$ cat src/rtl/lcd_pkg.sv
// Purpose: shared constants, error bit indices, FSM state type and checksum step for the LCD receive monitor.
// Latency: n/a (declarations only).
// Backpressure: n/a.
package lcd_pkg;

  localparam int LCD_H_ACTIVE = 800;
  localparam int LCD_V_ACTIVE = 480;
  localparam int LCD_COORD_W  = 11;

  localparam int ERR_HLEN = 0;
  localparam int ERR_VLEN = 1;
  localparam int ERR_SAT  = 2;

  typedef enum logic {
    IDLE   = 1'b0,
    ACTIVE = 1'b1
  } state_t;

  // Rotate left by one, then fold the pixel into the low 24 bits.
  function automatic logic [31:0] chk_step(input logic [31:0] chk, input logic [23:0] rgb);
    return {chk[30:0], chk[31]} ^ {8'h00, rgb};
  endfunction

endpackage

$ cat src/rtl/lcd_rx_edge.sv
// Purpose: stage-1 capture of the LCD interface, sync polarity normalisation, DE/vsync edge pulses.
// Latency: 1 clk_in for registered signals; edge pulses are combinational from stage 1.
// Backpressure: none, pure sink sampling every cycle.
// Ports: clk_in/sys_rst_n clock and async active-low reset; rgb_lcd_24b/hsync/vsync/lcd_de raw
//        interface; pix_rgb/de stage-1 data; hs_act/vs_act active-high syncs; de_rise/de_fall/
//        vs_lead/vs_trail one-cycle edge pulses derived from stage 1 versus its previous value.
module lcd_rx_edge #(
  parameter logic SYNC_ACT = 1'b0
) (
  input  logic        clk_in,
  input  logic        sys_rst_n,
  input  logic [23:0] rgb_lcd_24b,
  input  logic        hsync,
  input  logic        vsync,
  input  logic        lcd_de,
  output logic [23:0] pix_rgb,
  output logic        de,
  output logic        hs_act,
  output logic        vs_act,
  output logic        de_rise,
  output logic        de_fall,
  output logic        vs_lead,
  output logic        vs_trail
);

  logic de_prev;
  logic vs_prev;

  // Syncs are stored already normalised to active-high so the reset value 0 means "inactive".
  always_ff @(posedge clk_in or negedge sys_rst_n) begin
    if (!sys_rst_n) begin
      pix_rgb <= '0;
      de      <= 1'b0;
      hs_act  <= 1'b0;
      vs_act  <= 1'b0;
      de_prev <= 1'b0;
      vs_prev <= 1'b0;
    end else begin
      pix_rgb <= rgb_lcd_24b;
      de      <= lcd_de;
      hs_act  <= (hsync == SYNC_ACT);
      vs_act  <= (vsync == SYNC_ACT);
      de_prev <= de;
      vs_prev <= vs_act;
    end
  end

  assign de_rise  = de & ~de_prev;
  assign de_fall  = ~de & de_prev;
  assign vs_lead  = vs_act & ~vs_prev;
  assign vs_trail = ~vs_act & vs_prev;

endmodule

$ cat src/rtl/lcd_rx_monitor.sv
// Purpose: LCD sink monitor; recovers pixel coordinates, measures line/frame geometry, flags errors, checksums frames.
// Latency: pix_valid/pix_x/pix_y/pix_data 2 clk_in after the port signals; frame results on the vsync-lead cycle + 2.
// Backpressure: none, the interface cannot be stalled; every DE cycle is consumed.
// Ports: clk_in, sys_rst_n (async active-low); rgb_lcd_24b/hsync/vsync/lcd_de interface; probe_x/probe_y
//        probe location; err_clr sticky-flag clear; pix_* recovered pixel; frame_done/h_meas/v_meas/
//        frame_chk per-frame results; probe_rgb captured pixel; err_flags sticky errors; locked status.
module lcd_rx_monitor
  import lcd_pkg::*;
#(
  parameter int   H_ACTIVE = LCD_H_ACTIVE,
  parameter int   V_ACTIVE = LCD_V_ACTIVE,
  parameter logic SYNC_ACT = 1'b0,
  parameter int   COORD_W  = LCD_COORD_W
) (
  input  logic               clk_in,
  input  logic               sys_rst_n,
  input  logic [23:0]        rgb_lcd_24b,
  input  logic               hsync,
  input  logic               vsync,
  input  logic               lcd_de,
  input  logic [COORD_W-1:0] probe_x,
  input  logic [COORD_W-1:0] probe_y,
  input  logic               err_clr,
  output logic [COORD_W-1:0] pix_x,
  output logic [COORD_W-1:0] pix_y,
  output logic [23:0]        pix_data,
  output logic               pix_valid,
  output logic               frame_done,
  output logic [COORD_W-1:0] h_meas,
  output logic [COORD_W-1:0] v_meas,
  output logic [31:0]        frame_chk,
  output logic [23:0]        probe_rgb,
  output logic [2:0]         err_flags,
  output logic               locked
);

  localparam logic [COORD_W-1:0] CNT_MAX = '1;
  localparam logic [COORD_W-1:0] H_EXP   = COORD_W'(H_ACTIVE);
  localparam logic [COORD_W-1:0] V_EXP   = COORD_W'(V_ACTIVE);

  logic [23:0] rgb_s1;
  logic        de_s1, hs_s1, vs_s1, de_rise, de_fall, vs_lead, vs_trail;

  lcd_rx_edge #(.SYNC_ACT(SYNC_ACT)) u_edge (
    .clk_in      (clk_in),
    .sys_rst_n   (sys_rst_n),
    .rgb_lcd_24b (rgb_lcd_24b),
    .hsync       (hsync),
    .vsync       (vsync),
    .lcd_de      (lcd_de),
    .pix_rgb     (rgb_s1),
    .de          (de_s1),
    .hs_act      (hs_s1),
    .vs_act      (vs_s1),
    .de_rise     (de_rise),
    .de_fall     (de_fall),
    .vs_lead     (vs_lead),
    .vs_trail    (vs_trail)
  );

  // hsync is captured for completeness but DE alone defines the active region.
  logic unused_edge;
  assign unused_edge = ^{hs_s1, vs_s1, de_rise, vs_trail};

  state_t             state_q, state_n;
  logic [COORD_W-1:0] x_q, y_q, x_w, y_w;
  logic [31:0]        chk_q, chk_w;
  logic               frame_err_q, frame_err_n;
  logic [1:0]         lock_q, lock_n;
  logic [2:0]         err_set, err_n;

  logic [COORD_W-1:0] pix_x_n, pix_y_n, h_meas_n, v_meas_n;
  logic [23:0]        pix_data_n, probe_rgb_n;
  logic               pix_valid_n, frame_done_n;
  logic [31:0]        frame_chk_n;

  always_ff @(posedge clk_in or negedge sys_rst_n) begin
    if (!sys_rst_n) begin
      state_q     <= IDLE;
      x_q         <= '0;
      y_q         <= '0;
      chk_q       <= '0;
      frame_err_q <= 1'b0;
      lock_q      <= '0;
      pix_x       <= '0;
      pix_y       <= '0;
      pix_data    <= '0;
      pix_valid   <= 1'b0;
      frame_done  <= 1'b0;
      h_meas      <= '0;
      v_meas      <= '0;
      frame_chk   <= '0;
      probe_rgb   <= '0;
      err_flags   <= '0;
    end else begin
      state_q     <= state_n;
      x_q         <= x_w;
      y_q         <= y_w;
      chk_q       <= chk_w;
      frame_err_q <= frame_err_n;
      lock_q      <= lock_n;
      pix_x       <= pix_x_n;
      pix_y       <= pix_y_n;
      pix_data    <= pix_data_n;
      pix_valid   <= pix_valid_n;
      frame_done  <= frame_done_n;
      h_meas      <= h_meas_n;
      v_meas      <= v_meas_n;
      frame_chk   <= frame_chk_n;
      probe_rgb   <= probe_rgb_n;
      err_flags   <= err_n;
    end
  end

  // Order inside ACTIVE matters: line close, then frame close, then the current pixel.
  // That lets a line ending on the vsync-lead cycle count in the old frame, and a DE-high
  // pixel on that cycle land at (0,0) of the new frame.
  always_comb begin
    state_n      = state_q;
    x_w          = x_q;
    y_w          = y_q;
    chk_w        = chk_q;
    frame_err_n  = frame_err_q;
    lock_n       = lock_q;
    err_set      = '0;
    pix_valid_n  = 1'b0;
    pix_x_n      = pix_x;
    pix_y_n      = pix_y;
    pix_data_n   = pix_data;
    frame_done_n = 1'b0;
    h_meas_n     = h_meas;
    v_meas_n     = v_meas;
    frame_chk_n  = frame_chk;
    probe_rgb_n  = probe_rgb;

    unique case (state_q)
      IDLE: begin
        if (vs_lead) begin
          state_n     = ACTIVE;
          x_w         = '0;
          y_w         = '0;
          chk_w       = '0;
          frame_err_n = 1'b0;
        end
      end
      ACTIVE: begin
        if (de_fall) begin
          h_meas_n = x_w;
          if (x_w != H_EXP) err_set[ERR_HLEN] = 1'b1;
          x_w = '0;
          if (y_w == CNT_MAX) err_set[ERR_SAT] = 1'b1;
          else                y_w = y_w + 1'b1;
        end
        if (vs_lead) begin
          frame_done_n = 1'b1;
          v_meas_n     = y_w;
          frame_chk_n  = chk_w;
          if (y_w != V_EXP) err_set[ERR_VLEN] = 1'b1;
          x_w   = '0;
          y_w   = '0;
          chk_w = '0;
        end
        if (de_s1) begin
          pix_valid_n = 1'b1;
          pix_x_n     = x_w;
          pix_y_n     = y_w;
          pix_data_n  = rgb_s1;
          chk_w       = chk_step(chk_w, rgb_s1);
          if (x_w == probe_x && y_w == probe_y) probe_rgb_n = rgb_s1;
          if (x_w == CNT_MAX) err_set[ERR_SAT] = 1'b1;
          else                x_w = x_w + 1'b1;
        end
      end
      default: state_n = IDLE;
    endcase

    // Errors raised on the closing cycle belong to the frame that is closing.
    if (|err_set) begin
      lock_n = '0;
    end else if (frame_done_n && !frame_err_q && lock_q != 2'd2) begin
      lock_n = lock_q + 2'd1;
    end
    if (frame_done_n)  frame_err_n = 1'b0;
    else if (|err_set) frame_err_n = 1'b1;

    // A newly detected error outranks a coincident clear.
    err_n = (err_clr ? 3'b000 : err_flags) | err_set;
  end

  assign locked = (lock_q == 2'd2);

endmodule

$ cat config.mk
export PLATFORM = sky130hd
export DESIGN_NAME = lcd_rx_monitor
export DESIGN_NICKNAME = d
export VERILOG_FILES = /design/src/rtl/lcd_pkg.sv /design/src/rtl/lcd_rx_edge.sv /design/src/rtl/lcd_rx_monitor.sv
export SDC_FILE = /design/constraint.sdc
export NUM_CORES = 1
export LEC_CHECK = 0
export CAP_MARGIN = 40
export CORE_MARGIN = 2
export CORE_UTILIZATION = 40
export DETAILED_ROUTE_END_ITERATION = 6
export PLACE_DENSITY = 0.68
export SETUP_SLACK_MARGIN = 0.1
export SYNTH_ARGS = -nofsm -noshare
export SYNTH_HDL_FRONTEND = slang
export SYNTH_SLANG_ARGS = --single-unit
export TNS_END_PERCENT = 30
$ cat constraint.sdc
create_clock -name clk_in -period 6.1 [get_ports clk_in]
set_input_delay 1.83 -clock clk_in [delete_from_list [all_inputs] [get_ports clk_in]]
set_output_delay 1.83 -clock clk_in [all_outputs]
set_load 0.05 [all_outputs]
; Word-level counts from Yosys, hierarchy flattened
; Cells that the tools add are included.
[totals]
ff_bits = 215
in_bits = 52
output_inout_bits = 130
elab_cells = 92
[op_classes]
add_sub_neg = 3
eq_ne = 10
mux = 38
bitwise_logic = 8
reduce_logical = 12
[ops]
columns = operator, n
row1 = 2-to-1 mux 11 bit, 11
row2 = 2-to-1 mux 32 bit, 3
row3 = case mux 32 bit (2 select lines), 1
row4 = case mux 11 bit (2 select lines), 2
row5 = XOR 32 x 24 -> 32 bit, 1
row6 = "adder 11 x 1 -> 11 bit, second input constant", 2
row7 = equality test 11 bit, 2
row8 = "equality test 11 bit, second input constant", 2
row9 = 2-to-1 mux 1 bit, 17
row10 = "inequality test 11 x 10 -> 1 bit, second input constant", 1
row11 = "inequality test 11 x 9 -> 1 bit, second input constant", 1
row12 = AND reduction 2 bit, 4
row13 = 2-to-1 mux 3 bit, 2
row14 = 2-to-1 mux 2 bit, 2
row15 = NOT 1 bit, 4
row16 = logical AND 1 bit, 3
row17 = "inequality test 3 x 1 -> 1 bit, second input constant", 1
row18 = OR 3 bit, 1
row19 = AND reduction 3 bit, 1
row20 = nonzero test 3 bit, 1
row21 = OR reduction 3 bit, 1
row22 = "adder 2 x 1 -> 2 bit, second input constant", 1
row23 = bitwise AND 1 bit, 2
row24 = "equality test 2 bit, second input constant", 1
row25 = other kinds (4), 4

; Longest topological paths before layout
; Gate-level depths: netlist (run 1).
[depth]
depth_word = 12
depth_mapped = 13
mapped_depth_nobuf = 9

; Modules after synthesis
; A second synthesis (run 1) with hierarchy kept.
[hier_totals]
cells_unflattened = 914
hier_area_um2 = 9396.5
[by_module_without_submodules]
columns = mod, instances, cells_per_inst, area_each_um2, seq_area_each_um2
row1 = lcd_rx_monitor, 1, 879, 8628.3, 4679.5
row2 = lcd_rx_edge, 1, 35, 768.2, 725.7

; Worst setup path before layout (run 1)
; OpenSTA, ideal clock, no wires.
[synth_timing]
kind = input -> register
start = input probe_x[9]
end = register probe_rgb[10]
setup_ns = 0.125
t_arrival_ns = 3.556
t_required_ns = 5.975
setup_slack_ns = 2.419
path_stages = 8
n_path_buf = 1
path_cell_list = nor4bb_1 -> a31oi_1 -> o32ai_1 -> o2111ai_1 -> nor4_1 -> o2111ai_4 -> buf_6 -> mux2_4
[synth_via]
elab_chain_cells = 3
[synth_rtl]
columns = item, line
row1 = start: declaration, lcd_rx_monitor.sv:21  ; input logic [COORD_W-1:0] probe_x,
row2 = equality test 11 bit, lcd_rx_monitor.sv:169  ; if (x_w == probe_x && y_w == probe_y) probe_rgb_n = rgb_s1;
row3 = logical AND 1 bit, lcd_rx_monitor.sv:169
row4 = AND reduction 3 bit (no line), n/a
row5 = end signal: assignment, lcd_rx_monitor.sv:110  ; probe_rgb <= probe_rgb_n;
row6 = end: declaration, lcd_rx_monitor.sv:32  ; output logic [23:0] probe_rgb,
; Every way passes these cells.
; A chain may end at the register's enable or synchronous reset.

; Worst setup path in the final report (run 1)
[layout_timing]
start = input probe_y[10]
end = register probe_rgb[19]
[layout_via]
elab_chain_cells = 3
[layout_rtl]
columns = item, line
row1 = start: declaration, lcd_rx_monitor.sv:22  ; input logic [COORD_W-1:0] probe_y,
row2 = equality test 11 bit, lcd_rx_monitor.sv:169
row3 = logical AND 1 bit, lcd_rx_monitor.sv:169
row4 = AND reduction 3 bit (no line), n/a
; Every way passes these cells.

==> flow_summary.ini, run 1 <==
[run_status]
status = finished clean

[critical_path]
arrival_ps = 4880
r2r_end = probe_rgb[19]
start_kind = primary input
r2r_slack_ps = 2370
path_cells = clkdlybuf4s50_1, nor2b_1, a2111oi_0, o2111ai_1, nor4_1, o2111ai_4, buf_4, mux2_4
slowest_delay_ps = 780
r2r_start = y_q[0]
worstSetupEndpointType = flop
crit_path_top_delay_cell = nor4_1
reg2reg_depth = 9
critPathKind = primary input to flop
worstPathRequired_ps = 6470
cp_max_fo = 24

[grt]
grt_max_degree = 129
grt_pass1_wl_um = 37800
grt_pass1_vias = 6919
overflow = 0
antenna_found_initial = 0
grtUsageTotal = 0.190

[place]
hpwl_um = 15900
place_area_um2 = 11600
place_congestion = 0.877
numPlacedInstances = 1323
port_buffers = 180

[layout]
layout-drive-gt1-share = 0.133
finalNonFillerCells = 1363
final_util = 0.531
stdcell_area_um2 = 12400
nets = 1084
area_delta_synth_final_pct = 30.8
num_antenna_cells = 0
fillers = 2089

[power]
vdd_drop_max_mv = 0.228
leakagePower_nw = 5.47
power.density_nw_per_um2 = 317

[clock_tree]
cts_tree = done
cts_root_buf = clkbuf_16
clk_pin_slew_ps = 60
clock_latency_ps = 510
cts_resized = 0
cts_max_level = 1
post_cts_buffers = 0
cts_sinks = 215
hold_buffers = 0
clockBufferDepth = 3
cts_buffers = 23

[route]
wl_um = 23600
ant_nets = 0
via_per_inst = 5.14
routedWlPerCell_um = 17.3
drc = 0
num_vias = 7005
drtIter0Drc = 567
first_pass_iters = 4

[min_path]
hp-class = flop to flop
worstHoldPathCells = 0
whs_endpoint = u_edge.vs_prev
worstHoldStart = u_edge.vs_act

[timing]
setup_violations = 0
rsz0062_at_grt = false
hold_violations = 0
slew_headroom = 0.376
fin_crit_sh = 0.738
fin_tns_setup_ps = 0
skew_ps = 23.7
worstMarginPinSlew_ps = 937
fmax_ghz = 0.222
min_period_ps = 4500
final_max_slew_viol_count = 0

[floorplan]
start_util = 0.406
ioPinCount = 182
die_x_um = 158
row_count = 56
dieArea_um2 = 24900
core_area_um2 = 23300
fp.dieH_um = 158

[yosys]
ys_seq_area_frac = 0.569
synthesis.nets = 928
synth_cell_type_count = 64
synth_flop_cell = dfrtp_1
ys.warnings.count = 0
synth_seq_cells = 215
synthCells = 873
synth-edff-count = 0
syn_area_um2 = 9460
avgSynthCellArea_um2 = 10.8
synthArstFlopShare = 1.00

[run]
maxCapViolCount = 0
==> critical path, delay by kind of cell <==
family / cells / cell delay, ps
compound gates: 3 / 990
simple gates: 2 / 850
buf+inv: 2 / 820
mux: 1 / 350
==> cell families after synthesis <==
family / count (synthesis) / share of synthesized area
fa+ha+maj: 3 / 0.00397
buf+inv: 74 / 0.0344
simple gates: 318 / 0.154
flops: 215 / 0.569
mux: 80 / 0.103
xor+xnor: 44 / 0.0407
compound gates: 139 / 0.0953
==> registers in the layout, summed over array words and instances, names as in the netlist, 2 cells and up <==
| name | cells |
|---|---|
| chk_q | 32 |
| err_flags | 3 |
| frame_chk | 32 |
| h_meas | 11 |
| lock_q | 2 |
| pix_data | 24 |
| pix_x | 11 |
| pix_y | 11 |
| probe_rgb | 24 |
| u_edge.pix_rgb | 24 |
| v_meas | 11 |
| x_q | 11 |
| y_q | 11 |
==> Yosys cell counts (15+ instances only) <==
cell	instances	area share
a21oi_1	23	0.012
clkbuf_1	32	0.013
dfrtp_1	215	0.57
inv_1	15	0.0060
mux2_2	53	0.063
mux2_4	21	0.033
nand2_1	191	0.076
nand3_1	17	0.0090
nor2_1	37	0.015
nor3_1	15	0.0079
o21ai_0	57	0.030
xor2_1	32	0.030
==> worst max-delay path by stage <==
stage | startpoint | endpoint | slack (ps) | cells after the start
2_1_floorplan | probe_x[9] | probe_rgb[10] | 2420 | 8
3_3_place_gp | probe_x[9] | probe_rgb[4] | 1360 | 9
3_5_place_dp | probe_x[9] | probe_rgb[5] | 1260 | 9
4_1_cts | probe_x[9] | probe_rgb[19] | 1800 | 9
5_1_grt | probe_y[10] | probe_rgb[20] | 1480 | 8
6_report | probe_y[10] | probe_rgb[19] | 1600 | 8
==> stage by stage <==
| step | setup WS [ps] | total power, W | hold slack [ps] |
|---|---|---|---|
| 2_1_floorplan | 2420 | 0.00215 | 361 |
| 3_3_place_gp | 1360 | 0.00246 | 409 |
| 3_5_place_dp | 1260 | 0.00248 | 411 |
| 4_1_cts | 1800 | 0.00397 | 428 |
| 5_1_grt | 1480 | 0.00409 | 449 |
| 6_report | 1600 | 0.00392 | 427 |
==> cell type report <==
cell class,instances,area (µm²),share of cell area
sequential,215,5380,0.435
clock inverter,11,161,0.0130
clock buffer,29,648,0.0524
timing repair buffer,190,1950,0.158
tap,319,399,0.0322
inverter,15,56.3,0.00455
multi-input combinational,584,3780,0.305
==> report_power, final <==
group          leakage (nW)  switching [W]  internal (W)  total, W
clock                 0.401       0.000558      0.000918   0.00148
sequential             2.79      0.0000982       0.00156   0.00165
combinational          2.27       0.000508      0.000284  0.000792
total                  5.47        0.00116       0.00276   0.00392
==> routing by layer <==
metal	global-route usage	vias up	part of all wire	routed length, µm
li1	-	3328	-	-
met1	0.270	3430	0.46	10800
met2	0.303	212	0.46	10800
met3	0.0378	35	0.068	1600
met4	0.0394	0	0.015	347
met5	0	-	0	0
==> layout by cell type, fill, tap and decap left out, types with 17 or more instances in the layout <==
cell / n
nand3_1: 17
clkbuf_16: 23
o21ai_0: 57
mux2_2: 53
a21oi_1: 23
nor2_1: 36
clkdlybuf4s50_1: 179
xor2_1: 32
mux2_4: 21
nand2_1: 189
dfrtp_1: 215
Note: power is estimated with default switching activity, not from simulation.
==> run 2: changes to the inputs <==
--- a/config.mk
+++ b/config.mk
@@ -9,7 +9,7 @@
 export CORE_MARGIN = 2
 export CORE_UTILIZATION = 40
 export DETAILED_ROUTE_END_ITERATION = 6
-export PLACE_DENSITY = 0.68
+export PLACE_DENSITY = 0.71
 export SETUP_SLACK_MARGIN = 0.1
 export SYNTH_ARGS = -nofsm -noshare
 export SYNTH_HDL_FRONTEND = slang
==> constraint.sdc (replaced) <==
create_clock -name clk_in -period 3.85 [get_ports clk_in]
set_input_delay 1.155 -clock clk_in [delete_from_list [all_inputs] [get_ports clk_in]]
set_output_delay 1.155 -clock clk_in [all_outputs]
set_load 0.05 [all_outputs]
==> flow_summary.ini, run 2 (synthesis gave the netlist of run 1 again) <==
[grt]
grt_pass1_vias = 7189
grt_max_degree = 75
overflow = 0
grt_pass1_wl_um = 38300
antenna_found_initial = 0
grtUsageTotal = 0.192

[timing]
hold_violations = 0
min_period_ps = 3330
hold_ws_ps = 445
worstMarginPinSlew_ps = 692
fin_tns_setup_ps = 0
skew_ps = 8.75
setup_violations = 0
slew_headroom = 0.539
fmax_ghz = 0.300
fin_crit_sh = 0.865
rsz0062_at_grt = false
final_max_slew_viol_count = 0

[place]
place_area_um2 = 11600
place_congestion = 0.880
port_buffers = 180
numPlacedInstances = 1330
hpwl_um = 15900

[min_path]
hp-class = flop to flop

[layout]
num_antenna_cells = 0
finalNonFillerCells = 1373
reg_top3 = chk_q (32), frame_chk (32)
final_cell_mix = dfrtp_1 (215), nand2_1 (189), clkdlybuf4s50_1 (179), o21ai_0 (57), mux2_2 (53)
fillers = 2060
stdcell_area_um2 = 12500
layout_commonest_cell = dfrtp_1
area_delta_synth_final_pct = 31.6
layout-drive-gt1-share = 0.138
nets = 1092

[power]
power.total_w = 0.00637
leakagePower_nw = 5.52
vdd_drop_max_mv = 0.338
power.density_nw_per_um2 = 511

[clock_tree]
hold_buffers = 0
cts_resized = 0
cts_root_buf = clkbuf_16
post_cts_buffers = 0
clockBufferDepth = 3
cts_tree = done
cts_buffers = 24
clk_pin_slew_ps = 60
cts_max_level = 1
clock_latency_ps = 520
cts_sinks = 215

[route]
drtIter0Drc = 485
routedWlPerCell_um = 17.2
first_pass_iters = 5
num_vias = 7158
drc = 0
wl_um = 23700
ant_nets = 0
via_per_inst = 5.21

[critical_path]
cp_max_fo = 24
r2r_slack_ps = 520
r2r_start = y_q[1]
start_kind = flop
crit_start = y_q[1]
arrival_ps = 3730
worstSetupEndpointType = flop
r2r_end = probe_rgb[9]
cp-endpoint = probe_rgb[9]
critPathKind = flop to flop
reg2reg_depth = 9
worstPathRequired_ps = 4250

[floorplan]
ioPinCount = 182
die_x_um = 158
core_area_um2 = 23300
start_util = 0.406
row_count = 56
dieArea_um2 = 24900
fp.dieH_um = 158

[run]
maxCapViolCount = 0

[run_status]
status = finished clean
-- run 2: cell types whose count changed in the layout (fill, tap and decap cells not counted), sizes merged --
cell,change
buf,+7
bufinv,+1
clkbuf,+4
clkinv,+1
clkinvlp,-1
inv,-2
-- run 2: final cells by class --
class / count / area (µm²) / share of cell area
Multi-Input combinational cell: 584 / 3770 / 0.303
Tap cell: 319 / 399 / 0.0320
Clock buffer: 33 / 684 / 0.0549
Sequential cell: 215 / 5380 / 0.432
Inverter: 15 / 56.3 / 0.00452
Clock inverter: 10 / 190 / 0.0153
Timing Repair Buffer: 197 / 1970 / 0.158
-- run 2: per-stage QoR --
step | setup WS (ps) | utilization
4_1_cts | 546 | 0.534
2_1_floorplan | 844 | -
3_5_place_dp | 164 | 0.496
5_1_grt | 372 | 0.534
3_3_place_gp | 155 | 0.496
6_report | 520 | 0.534
-- run 2: critical path, stage by stage (launching register included) --
cell	delay, ps
dfrtp_1	530
ha_1	420
nand3b_1	190
or3_1	400
mux2_2	330
a221o_1	410
nor4_4	200
o2111ai_4	170
buf_12	200
mux2_4	330
-- run 2: power by group --
| group | internal, W | leakage [nW] | switching, W |
|---|---|---|---|
| clock | 0.00158 | 0.430 | 0.000917 |
| sequential | 0.00247 | 2.79 | 0.000147 |
| combinational | 0.000449 | 2.29 | 0.000813 |
-- run 2: layer usage --
metal,track usage,up-vias,share of wire
met1,0.270,3520,0.45
li1,-,3344,-
met4,0.0481,0,0.019
met3,0.0394,38,0.071
met5,0,-,0
met2,0.304,256,0.46
-- run 2: how the worst min path moves through the flow --
stage | start | cells after the start | end | slack [ps]
after CTS | u_edge.vs_act | 0 | u_edge.vs_prev | 450
after floorplan | u_edge.de | 0 | u_edge.de_prev | 360
after global placement | u_edge.vs_act | 0 | u_edge.vs_prev | 430
after global routing | u_edge.vs_act | 0 | u_edge.vs_prev | 470
final | u_edge.vs_act | 0 | u_edge.vs_prev | 440
after detailed placement | u_edge.vs_act | 0 | u_edge.vs_prev | 430
